## src/rtl/bnn_pkg.sv

```systemverilog
// Shared phase encoding and error codes for the BNN inference pipeline.
// The register bank and layer engines decode the same phase values.
package bnn_pkg;

    typedef enum logic [2:0] {
        S_IDLE    = 3'b000,
        S_LOAD    = 3'b001,
        S_LAYER_1 = 3'b010,
        S_LAYER_2 = 3'b011,
        S_LAYER_3 = 3'b100,
        S_DONE    = 3'b101,
        S_ERR     = 3'b110
    } phase_t;

    localparam logic [1:0] E_LOAD = 2'd0;
    localparam logic [1:0] E_L1   = 2'd1;
    localparam logic [1:0] E_L2   = 2'd2;
    localparam logic [1:0] E_L3   = 2'd3;

    localparam int LOAD_BITS = 3104;

endpackage

```

## src/rtl/bnn_watchdog.sv

```systemverilog
// Per-phase cycle counter. Flags expiry on the cycle whose edge would bring
// the count up to the limit.
module bnn_watchdog #(
    parameter int TMO_W = 13
) (
    input  logic             clk,
    input  logic             reset_n,
    input  logic             clear,
    input  logic             enable,
    input  logic [TMO_W-1:0] limit,
    output logic             expired
);

    logic [TMO_W-1:0] count;

    always_ff @(posedge clk) begin
        if (!reset_n) begin
            count <= '0;
        end else if (clear) begin
            count <= '0;
        end else if (enable) begin
            count <= count + 1'b1;
        end
    end

    assign expired = enable && (count == limit - 1'b1);

endmodule

```

## src/rtl/bnn_sequencer.sv

```systemverilog
// Phase controller for the BNN pipeline: load, three layers, class latch,
// and a sticky watchdog trap for hung phases.
module bnn_sequencer
    import bnn_pkg::*;
#(
    parameter int LOAD_TMO  = 4096,
    parameter int LAYER_TMO = 1024,
    parameter int TMO_W     = 13
) (
    input  logic       clk,
    input  logic       reset_n,
    input  logic       start,
    input  logic       load_done,
    input  logic       l1_done,
    input  logic       l2_done,
    input  logic       l3_done,
    input  logic [3:0] class_in,
    output logic [2:0] state,
    output logic       l1_start,
    output logic       l2_start,
    output logic       l3_start,
    output logic       busy,
    output logic       done,
    output logic [3:0] class_out,
    output logic       error,
    output logic [1:0] err_code
);

    phase_t           state_q;
    logic             l1_ok, l2_ok, l3_ok;
    logic             wd_clear, wd_en, wd_expired;
    logic [TMO_W-1:0] wd_limit;

    // The start pulse doubles as the first-cycle marker, so a done that
    // arrives together with its own start is never accepted.
    always_comb begin
        l1_ok    = (state_q == S_LAYER_1) && l1_done && !l1_start;
        l2_ok    = (state_q == S_LAYER_2) && l2_done && !l2_start;
        l3_ok    = (state_q == S_LAYER_3) && l3_done && !l3_start;
        wd_en    = (state_q == S_LOAD) || (state_q == S_LAYER_1) ||
                   (state_q == S_LAYER_2) || (state_q == S_LAYER_3);
        wd_limit = (state_q == S_LOAD) ? TMO_W'(LOAD_TMO) : TMO_W'(LAYER_TMO);
        wd_clear = 1'b0;
        case (state_q)
            S_IDLE:    wd_clear = start;
            S_LOAD:    wd_clear = load_done || wd_expired;
            S_LAYER_1: wd_clear = l1_ok || wd_expired;
            S_LAYER_2: wd_clear = l2_ok || wd_expired;
            S_LAYER_3: wd_clear = l3_ok || wd_expired;
            S_DONE:    wd_clear = 1'b1;
            default:   wd_clear = 1'b0;
        endcase
    end

    bnn_watchdog #(.TMO_W(TMO_W)) u_watchdog (
        .clk     (clk),
        .reset_n (reset_n),
        .clear   (wd_clear),
        .enable  (wd_en),
        .limit   (wd_limit),
        .expired (wd_expired)
    );

    // Completion is tested before expiry in every phase so a coincident done wins.
    always_ff @(posedge clk) begin
        if (!reset_n) begin
            state_q   <= S_IDLE;
            l1_start  <= 1'b0;
            l2_start  <= 1'b0;
            l3_start  <= 1'b0;
            busy      <= 1'b0;
            done      <= 1'b0;
            class_out <= 4'd0;
            error     <= 1'b0;
            err_code  <= E_LOAD;
        end else begin
            l1_start <= 1'b0;
            l2_start <= 1'b0;
            l3_start <= 1'b0;
            done     <= 1'b0;
            case (state_q)
                S_IDLE: begin
                    if (start) begin
                        busy <= 1'b1;
                        if (load_done) begin
                            state_q  <= S_LAYER_1;
                            l1_start <= 1'b1;
                        end else begin
                            state_q <= S_LOAD;
                        end
                    end
                end
                S_LOAD: begin
                    if (load_done) begin
                        state_q  <= S_LAYER_1;
                        l1_start <= 1'b1;
                    end else if (wd_expired) begin
                        state_q  <= S_ERR;
                        busy     <= 1'b0;
                        error    <= 1'b1;
                        err_code <= E_LOAD;
                    end
                end
                S_LAYER_1: begin
                    if (l1_ok) begin
                        state_q  <= S_LAYER_2;
                        l2_start <= 1'b1;
                    end else if (wd_expired) begin
                        state_q  <= S_ERR;
                        busy     <= 1'b0;
                        error    <= 1'b1;
                        err_code <= E_L1;
                    end
                end
                S_LAYER_2: begin
                    if (l2_ok) begin
                        state_q  <= S_LAYER_3;
                        l3_start <= 1'b1;
                    end else if (wd_expired) begin
                        state_q  <= S_ERR;
                        busy     <= 1'b0;
                        error    <= 1'b1;
                        err_code <= E_L2;
                    end
                end
                S_LAYER_3: begin
                    if (l3_ok) begin
                        state_q   <= S_DONE;
                        busy      <= 1'b0;
                        done      <= 1'b1;
                        class_out <= class_in;
                    end else if (wd_expired) begin
                        state_q  <= S_ERR;
                        busy     <= 1'b0;
                        error    <= 1'b1;
                        err_code <= E_L3;
                    end
                end
                S_DONE: begin
                    state_q <= S_IDLE;
                end
                S_ERR: begin
                    state_q <= S_ERR;
                end
                default: begin
                    state_q <= S_IDLE;
                    busy    <= 1'b0;
                end
            endcase
        end
    end

    assign state = state_q;

endmodule

```

## config.mk

```make
export PLATFORM = sky130hd
export DESIGN_NAME = bnn_sequencer
export DESIGN_NICKNAME = d
export VERILOG_FILES = /design/src/rtl/bnn_pkg.sv /design/src/rtl/bnn_watchdog.sv /design/src/rtl/bnn_sequencer.sv
export SDC_FILE = /design/constraint.sdc
export NUM_CORES = 1
export LEC_CHECK = 0
export ABC_AREA = 0
export CORE_MARGIN = 5
export CORE_UTILIZATION = 40
export CTS_BUF_LIST = sky130_fd_sc_hd__clkbuf_8
export DETAILED_ROUTE_END_ITERATION = 7
export PLACE_DENSITY = 0.73
export SYNTH_ARGS = -nofsm -noshare
export SYNTH_HDL_FRONTEND = slang
export SYNTH_SLANG_ARGS = --single-unit
```

## constraint.sdc

```tcl
create_clock -name clk -period 5.6 [get_ports clk]
set_clock_uncertainty 0.05 [all_clocks]
set_input_delay 0.56 -clock clk [delete_from_list [all_inputs] [get_ports clk]]
set_output_delay 0.56 -clock clk [all_outputs]
set_load 0.05 [all_outputs]
```

Word-level counts from Yosys, hierarchy flattened
Index checks and enable logic that the tools add are counted.
{"block": "op_classes", "n_lt_le_gt_ge": 0, "n_addsub": 2, "n_div": 0, "n_reduce_logical": 28, "muxes": 38, "bitwise_logic": 2, "n_shift": 0, "eq_ne": 16, "multipliers": 0}
{"cell": "2-bit two-way mux", "n": 9}
{"cell": "3-bit two-way mux", "n": 6}
{"cell": "2-bit != test, second input constant", "n": 9}
{"cell": "3-bit one-hot mux with 6 select lines", "n": 1}
{"cell": "1-bit two-way mux", "n": 16}
{"cell": "13-bit by 1-bit adder with 13-bit output, second input constant", "n": 1}
{"cell": "13-bit == test", "n": 1}
{"cell": "13-bit two-way mux", "n": 1}
{"cell": "13-bit by 1-bit subtractor with 13-bit output, second input constant", "n": 1}
{"cell": "1-bit one-hot mux with 6 select lines", "n": 2}
{"cell": "5-bit AND reduction", "n": 2}
{"cell": "3-bit == test, second input constant", "n": 3}
{"cell": "9-bit AND reduction", "n": 1}
{"cell": "2-bit one-hot mux with 4 select lines", "n": 1}
{"cell": "2-bit AND reduction", "n": 4}
{"cell": "1-bit logical AND", "n": 7}
{"cell": "1-bit logical OR", "n": 7}
{"cell": "3-bit by 2-bit == test with 1-bit output, second input constant", "n": 2}
{"cell": "1-bit one-hot mux with 4 select lines", "n": 1}
{"cell": "4-bit nonzero test", "n": 1}
{"cell": "2-bit OR reduction", "n": 2}
{"cell": "3-bit by 1-bit == test with 1-bit output, second input constant", "n": 1}
{"cell": "1-bit logical NOT", "n": 3}
{"cell": "3-bit logical NOT", "n": 1}
{"cell": "2 further kinds", "n": 3}
{"block": "totals", "mem_bits_ro": 0, "register_bits": 28, "ramBits": 0, "elab_cells": 96, "n_memories": 0, "latch_bits": 0, "output_inout_bits": 15}

Depth between registers and ports, before layout
{"block": "logic_depth", "ltp_word": 8, "mapped_depth": 8, "depth_no_buf": 6}

By module
From an unflattened synthesis, not the netlist that was laid out.
{"block": "unflattened", "cells_unflattened": 232, "area_unflattened_um2": 1948.1}
{"module": "bnn_watchdog", "area_each_um2": 1026.0, "cells_each": 127, "instances": 1}
{"module": "bnn_sequencer", "area_each_um2": 922.1, "cells_each": 105, "instances": 1}

Worst setup path before layout
OpenSTA, ideal clock, no wires.
{"block": "synth_path", "kind": "reg-to-reg", "startpoint": "reg state_q[0], in the netlist state[0]", "endpoint": "reg state_q[2], in the netlist state[2]", "setup_time_ps": 72, "arrival_ps": 2094, "t_required_ps": 5478, "setup_slack_ps": 3384, "stages_incl_launch_ff": 7, "n_path_buf": 1, "synth_period_minus_slack_ps": 2216, "cell_sequence": "dfxtp_1 -> buf_4 -> nor3b_1 -> mux2i_1 -> nand4_2 -> or3_1 -> a21oi_1"}
{"block": "synth_between", "elab_chain_cells": 8, "word_cells_on_any_way": 26, "cone_classes": "add/sub: 1; eq/ne: 7; mux: 7; reduce/logical: 11"}
{"item": "start, declared", "line_no": "bnn_sequencer.sv:29", "rtl": "phase_t state_q;"}
{"item": "start signal, assigned", "line_no": "bnn_sequencer.sv:67", "rtl": "state_q <= S_IDLE;"}
{"item": "start signal, assigned", "line_no": "bnn_sequencer.sv:86", "rtl": "state_q <= S_LAYER_1;"}
{"item": "start signal, assigned", "line_no": "bnn_sequencer.sv:89", "rtl": "state_q <= S_LOAD;"}
{"item": "3-bit by 1-bit == test with 1-bit output / 3-bit by 2-bit == test with 1-bit output (equally long branches)"}
{"item": "13-bit two-way mux / 1-bit logical OR (equally long branches)", "line_no": "bnn_sequencer.sv:42, bnn_sequencer.sv:40"}
{"item": "13-bit by 1-bit subtractor with 13-bit output / 1-bit logical OR (equally long branches)", "line_no": "bnn_watchdog.sv:26, bnn_sequencer.sv:40"}
{"item": "13-bit == test / 1-bit logical OR (equally long branches)", "line_no": "bnn_watchdog.sv:26, bnn_sequencer.sv:41"}
{"item": "1-bit logical AND", "line_no": "bnn_watchdog.sv:26", "rtl": "assign expired = enable && (count == limit - 1'b1);"}
{"item": "3-bit two-way mux"}
{"item": "3-bit two-way mux, on equally long branches"}
{"item": "3-bit one-hot mux with 6 select lines", "line_no": "bnn_sequencer.sv:81", "rtl": "case (state_q)"}
Parallel ways exist; a longest one is shown, timed or not.
A chain may end at the register's enable or synchronous reset.

Worst setup path after layout
{"block": "layout_path", "startpoint": "reg state_q[2], in the netlist state[2]", "endpoint": "out state[2]"}
{"item": "end, declared", "line_no": "bnn_sequencer.sv:18", "rtl": "output logic [2:0] state,"}
No word-level cell between the ends.

==> out/metrics.csv <==
metric,value,unit
CP Max Fanout,20,
post-route ant nets,0,
number of flops mapped to enable cells by yosys,0,
TNS Setup,0,ns
most frequent cells in the layout,"dfxtp_1 (28), clkdlybuf4s50_1 (25), nor2_1 (20)",
Post-Syn Area,1490,µm²
final worst path period need,2.65,ns
Synth Instances,172,
Final Power,0.436,mW
H-tree Lvls,1,
vias in the first global route,1235,
CP Buf/Inv Count,1,
CP max stage delay,0.94,ns
Initial Utilization,41.0,%
overflow left after global routing,0,
vias per cell,5.50,
Comb pwr share,15.1,%
Worst path slowest cell,clkdlybuf4s50_1,
I/O pins,26,
Final Util,50.3,%
leak pwr,0.636,nW
internal power,0.324,mW
layout cells sized above 1,7.77,%
outcome,"complete, no violations",
XOR/XNOR Fraction of Synth Area,4.12,%
largest net degree at the start of global routing,22,
NetSw,0.111,mW
Adder-Cell Fraction of Synth Area,0.840,%
Synth async-reset ratio,0,%
post_cts resized,0,
Max VDD drop,0.154,mV
Sw Ratio,25.5,%
kind of critical path,register to primary output,
Avg Synthesized Cell Area,8.66,µm²
fin crit share,47.4,%
Worst Tran Pin Value,0.768,ns
fill cell total of the finished layout,368,
compound-gate portion of the synthesized area,14.3,%
worst relative slew slack,48.7,%
TritonCTS buffer count,3,
initial antenna violation count,0,
Post-Route WL,3270,µm
power per cell area,238,nW/µm²
register area share after synthesis,37.6,%
core area,3630,µm²
max-slew violations,0,
port bufs,25,
WL per Instance,13.5,µm
CP top delay family,buffers and inverters,
fraction of synthesized area in multiplexers,4.03,%
floorplan row count,22,
clk_lat worst skew,0.28,ns
yosys warns,0,
vias,1326,
n_diodes,0,
Post-CTS Setup Inserts,0,
Placed Cells,237,
maxcap violations,0,
post-synthesis simple-gate area fraction,35.7,%
Syn-to-layout area delta,22.8,%
GRT Util Overall,14.0,%
RSZ-0062 raised after global routing,false,
1st-pass router iterations,4,
clock share of power,36.6,%
clock slew at reported path FFs,0.09,ns
setup violators final,0,
Startpoint Class,register,
fmax,377,MHz
die area,5040,µm²
# hold bufs at CTS,0,
GPL Wtd Cong,0.858,
Synth Flop Type,dfxtp_1,
cell breakdown of the critical path,clkdlybuf4s50_1,
library cells used by synthesis,50,
DP HPWL,2400,µm
Syn Nets,184,
CTS tree,yes,
final hold vios,0,
first-pass GRT wire length,5870,µm
Worst EP arrival,2.04,ns
crit end category,primary output,
Worst Path Required,4.99,ns
DR DRC count,0,
die width,71.0,µm
1st-iter DRT viols,65,
Die H,71.0,µm
post-synthesis register bit count,28,
Num Clock Sinks,28,
fin cells,241,
root buf cell,clkbuf_8,
fin nets,206,
Hold/Removal Path Class,register to register,
Reg power frac,48.3,%
main combinational cell family by area after synthesis,simple AND/OR/NAND/NOR gates,
"commonest non-fill, non-tap cell in the layout",dfxtp_1,
CTS max path bufs,2,
-- worst reg2reg max path, stage by stage (launching register included) --
cell and delay [ns]:
dfxtp_1 0.76, nor3b_1 0.30, mux2i_1 0.34, nand4_2 0.27, or3_1 0.42, a21oi_1 0.14
-- registers in the layout, indices dropped and copies added (netlist names) --
name / cells
done: 1
err_code: 2
state: 3
l3_start: 1
l1_start: 1
busy: 1
error: 1
l2_start: 1
u_watchdog.count: 13
class_out: 4
-- power by group through the flow --
stage,sequential (mW),clock (mW),combinational [mW]
3_5_place_dp,0.215,0,0.0659
5_1_grt,0.212,0.172,0.0721
3_3_place_gp,0.215,0,0.0657
4_1_cts,0.210,0.164,0.0664
2_1_floorplan,0.219,0,0.0417
6_report,0.210,0.159,0.0659
-- cell usage after synthesis (4+ instances only) --
cell type / number / area (µm²)
buf_2: 4 / 20.0
a21oi_1: 9 / 45.0
nand3b_1: 4 / 30.0
o21ai_0: 4 / 20.0
xor2_1: 4 / 35.0
nor2_1: 20 / 75.1
a31oi_1: 5 / 31.3
dfxtp_1: 28 / 561
nand2_1: 14 / 52.6
nor2b_1: 6 / 37.5
nand3_1: 9 / 45.0
mux2i_1: 6 / 60.1
-- cell type report --
type | count | area [µm²] | area share (%)
well taps | 48 | 60.1 | 3.29
flip-flops and latches | 28 | 561 | 30.7
multi-input cells | 134 | 878 | 48.0
clock buffers | 3 | 41.3 | 2.26
repair buffers | 25 | 250 | 13.7
clock inverters | 1 | 30.0 | 1.64
inverters | 2 | 7.51 | 0.411
-- metrics by stage --
stage,hold slack (ns),area [µm²],setup slack [ns]
final,0.431,1830,2.95
after global routing,0.458,1830,2.87
after CTS,0.436,1830,2.95
after detailed placement,0.412,1760,3.05
after global placement,0.407,1760,3.10
after floorplan,0.412,1490,3.38
-- worst paths after layout --
path              startpoint        to  slack [ns]  depth (start not counted)
setup / recovery    state[2]  state[2]        2.95                          1
hold / removal         error     error        0.43                          1
setup reg to reg    state[0]  state[2]        3.26                          5
hold reg to reg        error     error        0.43                          1
-- logic make-up after synthesis --
family,after synthesis
AOI/OAI and AO/OA,32
DFF,28
muxes,6
and+or+nand+nor,88
xor gates and xnor gates,7
adders and majority gates,1
buffers and inverters,10
-- per-layer routing --
layer | GRT usage, % | vias to the layer above | part of all wire, %
met4 | 4.18 | 0 | 1.2
li1 | - | 674 | -
met1 | 19.6 | 620 | 49
met5 | 0 | - | 0
met2 | 21.0 | 27 | 45
met3 | 3.55 | 5 | 4.7
Note: power is estimated with default switching activity, not from simulation.
==> edit, RTL diff (config.mk and constraints unchanged) <==
`TMO_W` is set to 13 in 2 places; all go to 11.
--- a/src/rtl/bnn_watchdog.sv
+++ b/src/rtl/bnn_watchdog.sv
@@ -1,7 +1,7 @@
 // Per-phase cycle counter. Flags expiry on the cycle whose edge would bring
 // the count up to the limit.
 module bnn_watchdog #(
-    parameter int TMO_W = 13
+    parameter int TMO_W = 11
 ) (
     input  logic             clk,
     input  logic             reset_n,
--- a/src/rtl/bnn_sequencer.sv
+++ b/src/rtl/bnn_sequencer.sv
@@ -5,7 +5,7 @@
 #(
     parameter int LOAD_TMO  = 4096,
     parameter int LAYER_TMO = 1024,
-    parameter int TMO_W     = 13
+    parameter int TMO_W     = 11
 ) (
     input  logic       clk,
     input  logic       reset_n,
Behaviour: same outputs for any inputs over 10 cycles, from zero or initial values and one cycle with reset_n low; that may be too few to reach the edited logic, so the function may still have changed.
==> edit against the original RTL <==
  * Total power down 13%
  * Setup slack better by 0.12 ns
  * Largest cell class unchanged
  * Critical endpoint is now state[1]
  * Sequential cell count down 2
  * Final cell count down 3.3%
  * Wire length down 5.9%
  * Area after synthesis down 8.2%
  * Final area down 7.7%
  * Sequential share of layout area up 0.20 points
==> edit: results (changes against the original RTL) <==
# fillers 321 (was 368); DRT Wirelength 3070 um (was 3270 um); placed wire-length estimate 2280 um (was 2400 um); Layout Nets 200 (was 206); Max IR drop VDD 0.134 mV (was 0.154 mV); vias 1240 (was 1326); M3 GR Usage 2.96% (was 3.55%); top post-synthesis cells by count dfxtp_1 (26), nor2_1 (20), nand2_1 (15), o21ai_0 (10), nand3_1 (8) (was dfxtp_1 (28), nor2_1 (20), nand2_1 (14), a21oi_1 (9), nand3_1 (9)); Syn Inst Count 165 (was 172); met1 Use GR 19.5% (was 19.6%); arrival time at the worst endpoint 1.93 ns (was 2.04 ns); GR Util All Layers 14.8% (was 14.0%); met2 Track Usage GR 24.1% (was 21.0%); Syn Nets 177 (was 184); WL met3 136 um (was 153 um); Layout Cells excl Fill 233 (was 241); met2 wire length 1480 um (was 1460 um); outcome complete, no violations (unchanged); r2r setup slk 3.28 ns (was 3.26 ns); leakage power 0.626 nW (was 0.636 nW); post-synthesis sequential area ratio 38.1% (was 37.6%); Worst path max stage delay 0.92 ns (was 0.94 ns); largest net degree at the start of global routing 21 (was 22); Rel. slew slack 44.4% (was 48.7%); first-pass GRT wire length 5380 um (was 5870 um); M1 wire length 1420 um (was 1610 um)
==> edit: cell types whose count changed after synthesis, moves of 3 or more <==
cell,unedited run,this run
nand4b_1,3,0
nand3b_1,4,1
nor2b_1,6,2
xor2_1,4,1
buf_2,4,1
nor3_1,1,6
and2_1,2,5
o21ai_0,4,10
nand4_1,3,0
==> edit: area by class of cell <==
cell class | instances | share of cell area [%]
Multi-Input combinational cell | 128 | 46.7
Sequential cell | 26 | 30.9
Timing Repair Buffer | 25 | 14.8
Tap cell | 46 | 3.41
Clock buffer | 4 | 3.26
Inverter | 4 | 0.890
==> edit: worst register-to-register path, cell delays in order (launching register included) <==
cell and delay, ns:
dfxtp_1 0.73, nand2b_1 0.19, o32ai_1 0.64, a211oi_2 0.19
o21ai_1 0.32, nor2_1 0.09
==> edit: cells by family after synthesis <==
kind of cell,share of synthesized area [%]
buf+inv,4.21
flops,38.1
xor+xnor,3.85
mux,2.93
simple gates,31.0
compound gates,19.0
fa+ha+maj,0.916
==> edit: path summary, 6_finish.rpt <==
path | endpoint | startpoint
max reg2reg | u_watchdog.count[7] | state[1]
min | error | error
min reg2reg | error | error
max | state[1] | state[1]
==> edit: metrics by stage <==
step / worst slack [ns] / area, um^2 / hold slack (ns)
floorplan: 3.44 / 1370 / 0.404
global placement: 3.18 / 1630 / 0.406
detailed placement: 3.06 / 1630 / 0.402
CTS: 3.05 / 1690 / 0.437
global route: 2.95 / 1690 / 0.460
finish: 3.06 / 1690 / 0.430
==> edit: power by group <==
| part | total, W | internal, W | leakage, nW | switching, W |
|---|---|---|---|---|
| Sequential | 0.000195 | 0.000188 | 0.210 | 0.00000724 |
| Combinational | 0.0000609 | 0.0000245 | 0.387 | 0.0000364 |
| Clock | 0.000122 | 0.0000628 | 0.0288 | 0.0000587 |
